`src/rtl/isodata_pkg.sv`:
```
// Shared ISODATA definitions: FSM state encoding, default geometry and the
// exact squared-distance helper used by the clusterer and its downstream stages.
package isodata_pkg;

    localparam int ISO_Q   = 16;
    localparam int ISO_K   = 10;
    localparam int ISO_HCW = 16;
    localparam int ISO_DW  = 2 * ISO_Q + 3;

    typedef enum logic [1:0] {
        EMPTY = 2'd0,
        READY = 2'd1,
        SCAN  = 2'd2,
        DONE  = 2'd3
    } state_t;

    // Exact: a (Q+1)-bit difference squared fits 2Q+2 bits; the sum of two fits DW.
    function automatic logic [ISO_DW-1:0] sq_dist(
        input logic [ISO_Q-1:0] x,
        input logic [ISO_Q-1:0] y,
        input logic [ISO_Q-1:0] cx,
        input logic [ISO_Q-1:0] cy
    );
        logic signed [ISO_Q:0]     dx;
        logic signed [ISO_Q:0]     dy;
        logic signed [2*ISO_Q+1:0] sx;
        logic signed [2*ISO_Q+1:0] sy;
        dx = $signed({x[ISO_Q-1], x}) - $signed({cx[ISO_Q-1], cx});
        dy = $signed({y[ISO_Q-1], y}) - $signed({cy[ISO_Q-1], cy});
        sx = $signed({{(ISO_Q+1){dx[ISO_Q]}}, dx}) * $signed({{(ISO_Q+1){dx[ISO_Q]}}, dx});
        sy = $signed({{(ISO_Q+1){dy[ISO_Q]}}, dy}) * $signed({{(ISO_Q+1){dy[ISO_Q]}}, dy});
        return {1'b0, sx} + {1'b0, sy};
    endfunction

endpackage

```
`src/rtl/isodata_dist_unit.sv`:
```
// Combinational squared Euclidean distance between a point and one centroid.
// Evaluated and consumed within a single SCAN cycle.
module isodata_dist_unit #(
    parameter int Q = 16,
    localparam int DW = 2 * Q + 3
) (
    input  logic [Q-1:0]  x,
    input  logic [Q-1:0]  y,
    input  logic [Q-1:0]  cx,
    input  logic [Q-1:0]  cy,
    output logic [DW-1:0] d
);

    logic signed [Q:0]     dx;
    logic signed [Q:0]     dy;
    logic signed [2*Q+1:0] dxe;
    logic signed [2*Q+1:0] dye;
    logic signed [2*Q+1:0] sx;
    logic signed [2*Q+1:0] sy;

    assign dx  = $signed({x[Q-1], x}) - $signed({cx[Q-1], cx});
    assign dy  = $signed({y[Q-1], y}) - $signed({cy[Q-1], cy});
    assign dxe = {{(Q+1){dx[Q]}}, dx};
    assign dye = {{(Q+1){dy[Q]}}, dy};
    assign sx  = dxe * dxe;
    assign sy  = dye * dye;
    // Squares are non-negative, so zero extension of each term is exact.
    assign d   = {1'b0, sx} + {1'b0, sy};

endmodule

```
`src/rtl/isodata_label_assign.sv`:
```
// Nearest-centroid labeller: captures K centroids, scans one per cycle per point.
// Optional per-label histogram is built when ISODATA_HIST_EN is defined.
module isodata_label_assign
    import isodata_pkg::*;
#(
    parameter int Q = ISO_Q,
    parameter int K = ISO_K,
`ifdef ISODATA_HIST_EN
    parameter int HCW = ISO_HCW,
`endif
    localparam int CW = (K > 1) ? $clog2(K) : 1,
    localparam int DW = 2 * Q + 3
) (
    input  logic                clk,
    input  logic                rst,
    input  logic                cent_load,
    input  logic [K-1:0][Q-1:0] cent_x,
    input  logic [K-1:0][Q-1:0] cent_y,
    input  logic                pt_valid,
    output logic                pt_ready,
    input  logic [Q-1:0]        pt_x,
    input  logic [Q-1:0]        pt_y,
    output logic                lbl_valid,
    input  logic                lbl_ready,
    output logic [CW-1:0]       lbl_idx,
    output logic [DW-1:0]       lbl_dist,
    output logic                loaded,
`ifdef ISODATA_HIST_EN
    input  logic                  hist_clr,
    output logic [K-1:0][HCW-1:0] hist_cnt,
`endif
    output state_t              dbg_state
);

    // Handshakes: a transfer happens on a rising edge where valid and ready are both 1;
    // ready never depends combinationally on valid, and payload is stable while valid && !ready.

    state_t               state_q, state_d;
    logic [K-1:0][Q-1:0]  cx_q, cy_q, sh_x, sh_y;
    logic                 pend;
    logic [Q-1:0]         px, py;
    logic [CW-1:0]        j;
    logic [DW-1:0]        d;
    logic                 accept, handoff;

    assign pt_ready  = (state_q == READY);
    assign lbl_valid = (state_q == DONE);
    assign dbg_state = state_q;
    assign accept    = pt_ready && pt_valid;
    assign handoff   = lbl_valid && lbl_ready;

    always_ff @(posedge clk or posedge rst) begin
        if (rst) state_q <= EMPTY;
        else     state_q <= state_d;
    end

    always_comb begin
        state_d = state_q;
        case (state_q)
            EMPTY: if (cent_load) state_d = READY;
            READY: if (pt_valid) state_d = SCAN;
            SCAN:  if (j == CW'(K - 1)) state_d = DONE;
            DONE:  if (lbl_ready) state_d = READY;
            default: state_d = EMPTY;
        endcase
    end

    isodata_dist_unit #(.Q(Q)) u_dist (
        .x  (px),
        .y  (py),
        .cx (cx_q[j]),
        .cy (cy_q[j]),
        .d  (d)
    );

    always_ff @(posedge clk or posedge rst) begin
        if (rst) begin
            cx_q     <= '0;
            cy_q     <= '0;
            sh_x     <= '0;
            sh_y     <= '0;
            pend     <= 1'b0;
            loaded   <= 1'b0;
            px       <= '0;
            py       <= '0;
            j        <= '0;
            lbl_idx  <= '0;
            lbl_dist <= '0;
        end else begin
            if (cent_load) loaded <= 1'b1;
            // Idle states take new centroids at once; busy states park them in the shadow.
            if (cent_load && (state_q == EMPTY || state_q == READY)) begin
                cx_q <= cent_x;
                cy_q <= cent_y;
            end
            if (cent_load && (state_q == SCAN || state_q == DONE)) begin
                sh_x <= cent_x;
                sh_y <= cent_y;
                pend <= 1'b1;
            end
            if (handoff) begin
                pend <= 1'b0;
                if (cent_load) begin
                    cx_q <= cent_x;
                    cy_q <= cent_y;
                end else if (pend) begin
                    cx_q <= sh_x;
                    cy_q <= sh_y;
                end
            end
            if (accept) begin
                px       <= pt_x;
                py       <= pt_y;
                j        <= '0;
                lbl_dist <= '1;
            end
            // Strict less-than keeps the lowest index on ties; j==0 always wins.
            if (state_q == SCAN) begin
                if (j == '0 || d < lbl_dist) begin
                    lbl_dist <= d;
                    lbl_idx  <= j;
                end
                j <= j + 1'b1;
            end
        end
    end

`ifdef ISODATA_HIST_EN
    always_ff @(posedge clk or posedge rst) begin
        if (rst) begin
            hist_cnt <= '0;
        end else if (hist_clr) begin
            hist_cnt <= '0;
        end else if (handoff && hist_cnt[lbl_idx] != {HCW{1'b1}}) begin
            hist_cnt[lbl_idx] <= hist_cnt[lbl_idx] + 1'b1;
        end
    end
`endif

endmodule
```
`config.mk`:
```
export PLATFORM = sky130hd
export DESIGN_NAME = isodata_label_assign
export DESIGN_NICKNAME = d
export VERILOG_FILES = /design/src/rtl/isodata_pkg.sv /design/src/rtl/isodata_dist_unit.sv /design/src/rtl/isodata_label_assign.sv
export SDC_FILE = /design/constraint.sdc
export NUM_CORES = 2
export LEC_CHECK = 0
export ABC_AREA = 1
export BUFFER_PORTS_ARGS = -buffer_cell sky130_fd_sc_hd__buf_2
export CAP_MARGIN = 20
export CORE_MARGIN = 8
export CORE_UTILIZATION = 55
export DETAILED_ROUTE_END_ITERATION = 8
export GPL_ROUTABILITY_DRIVEN = 1
export GPL_TIMING_DRIVEN = 0
export PLACE_DENSITY = 0.81
export SLEW_MARGIN = 25
export SYNTH_ARGS = -nofsm -noshare
export SYNTH_HDL_FRONTEND = slang
export SYNTH_SLANG_ARGS = --single-unit
```
`constraint.sdc`:
```
create_clock -name clk -period 50 [get_ports clk]
set_input_delay 2.5 -clock clk [delete_from_list [all_inputs] [get_ports clk]]
set_output_delay 2.5 -clock clk [all_outputs]
set_load 0.05 [all_outputs]
```
==> impl_metrics.yaml <==
run_status:
  status: "finished, final reports clean"
layout:
  multiInputGateArea_mm2: 0.03789
  area_delta_synth_final_pct: 11.09
  mostFrequentLayoutCells: "o21ai_0, nand2_1, inv_1"
  drive_gt1_share_pct: 7.566
  final_common_cell: "o21ai_0"
  regArea_mm2: 0.01799
  final_util_pct: 61.42
  fillers: 10436
  nets: 10390
sta:
  fin_crit_sh_pct: 30.40
  max_slew_margin_pct: 20.82
  fmax_ghz: 0.06579
  hold_violations: 0
  final-max-slew-violation-count: 0
  final.setup_skew_ps: 61.55
  setup_violations: 0
  worstMarginPinSlew_ps: 1188
  fin_ws_ps: 34800
  rsz0062_at_grt: "false"
  setup-tns-final_ps: 0
  min_period_ps: 15200
synth:
  ys.flop_type: "dfrtp_1"
  synth-edff-count: 0
  synthArstFlopShare_pct: 100.0
  synth_area_mm2: 0.06407
  synth.area.top_cells: "dfrtp_1, fa_1, o21ai_0"
  yosysTopAreaCell: "dfrtp_1"
  yosysWarnings: 0
  postSynthCellCount: 8720
  synth_seq_area_share_pct: 28.08
  synth_area_per_cell_um2: 7.347
  synth-seq-cells: 719
  syn-num-nets: 9897
  ys_types: 52
  synth.top_cell.area_share_pct: 28.08
route:
  dr.pass1.iters: 8
  drtIter0Drc: 8189
  ant_nets: 0
  via_per_inst: 5.924
  vias: 64031
  drt_wl_total_um: 242100
  drc_errors: 0
  wl_per_cell_um: 22.39
global_route:
  grt_overflow: 0
  grt_pass1_wl_um: 367100
  grt_usage_pct: 37.21
  grt_max_degree: 100
  first_global_vias: 63256
  grt_antenna_before_repair: 9
floorplanning:
  dieArea_mm2: 0.1277
  design.core.area_mm2: 0.1159
  io_pins: 401
  rows: 125
  die_h_um: 357.3
  initial_core_util_pct: 55.28
  die_x_um: 357.3
critical_path:
  cp.required_ps: 50540
  cp_slowest_cell: "clkbuf_1"
  crit_path_max_incr_delay_ps: 630
  crit_fanout: 11
  crit_path_end_kind: "register"
  crit_family: "adder cells"
  arrival_ps: 15740
  cp-start-kind: "register"
  crit_buf_inv: 13
  crit_type: "register to register"
cts:
  cts-resized-gates: 0
  hold_buffers: 0
  numCtsBuffers: 83
  cts_buffer_depth: 3
  clock_sinks: 719
  clk_pin_slew_ps: 70
  cts_max_level: 3
  post-cts-setup-buffers: 0
  cts_tree: "done"
  root_buffer: "clkbuf_16"
  clk_latency_ps: 710
placed_design:
  gp_congestion: 1.032
  dp_worst_setup_slack_ps: 35420
  numPortBuffers: 399
  hpwl_um: 189200
worst_hold_path:
  hold_path.class: "register to register"
run:
  cap_violations: 0
==> final timing paths <==
kind,startpoint,to,slack (ps),cells past startpoint
min in group asynchronous,rst,px[11]$_DFFE_PP0P_,1830,2
max reg2reg,j[1]$_DFFE_PP0P_,lbl_dist[33]$_DFF_PP0_,34800,56
min reg2reg,loaded$_DFFE_PP0P_,loaded$_DFFE_PP0P_,470,1
max,j[1]$_DFFE_PP0P_,lbl_dist[33]$_DFF_PP0_,34800,56
max in group asynchronous,rst,sh_y[89]$_DFFE_PP0P_,45970,7
min,loaded$_DFFE_PP0P_,loaded$_DFFE_PP0P_,470,1
==> through the flow <==
stage | instances | hold WS, ps | area [um2]
4_1_cts | 10802 | 471.3 | 71150
6_report | 10809 | 474.0 | 71180
2_1_floorplan | 8720 | 452.9 | 64070
3_5_place_dp | 10652 | 451.9 | 68230
3_3_place_gp | 10643 | 446.9 | 67970
5_1_grt | 10802 | 491.5 | 71160
==> flip-flops by register name, summed over array words and instances, names as in the netlist <==
name and count:
sh_x 160, dbg_state 2, lbl_dist 35, pend 1
px 16, loaded 1, sh_y 160, cy_q 160
py 16, lbl_idx 4, j 4, cx_q 160
==> cell usage after synthesis (all sizes together) (11+ instances only) <==
| cell type | n |
|---|---|
| nor2 | 508 |
| o211ai | 22 |
| nand2 | 1745 |
| xnor2 | 36 |
| xor2 | 73 |
| inv | 1675 |
| clkbuf | 360 |
| a31o | 17 |
| a21o | 12 |
| o22ai | 17 |
| fa | 543 |
| ha | 277 |
| buf | 112 |
| dfrtp | 719 |
| nand3 | 114 |
| o21ai | 1822 |
| mux2i | 16 |
| nand4 | 20 |
| or2 | 11 |
| a21oi | 483 |
| nand3b | 19 |
| nor3 | 21 |
| o221ai | 48 |
==> kinds of logic (layout without fill, tap and decap cells) <==
kind of cell	count (synthesis)	in the layout	synth area share, %
muxes	16	16	0.2500
and+or+nand+nor	2449	2449	15.04
AOI/OAI and AO/OA	2455	2455	19.87
buffers and inverters	2152	2710	12.80
other	0	7	0
DFF	719	719	28.08
xor gates and xnor gates	109	109	1.590
adders and majority gates	820	820	22.38
==> per-layer routing <==
layer	part of all wire, %	wire (um)	vias to the layer above	global-route usage [%]
met5	0.016	39	-	0
met4	7.9	19220	6	23.86
met3	12	29310	947	10.71
met2	43	104100	4011	55.99
met1	37	89370	30688	46.95
li1	-	-	28379	-
==> layout make-up <==
class                      count  area share [%]
antenna                        7         0.02461
buffer                       472           2.661
clock buffer                 105           3.148
clock inverter                45          0.9475
inverter                    1680           8.870
multi-input combinational   5849           53.24
sequential                   719           25.28
tap                         1524           2.679
timing repair buffer         408           3.154
Power is not shown: default switching activity piles up to over one toggle a cycle in this logic, so the estimate is an artifact.
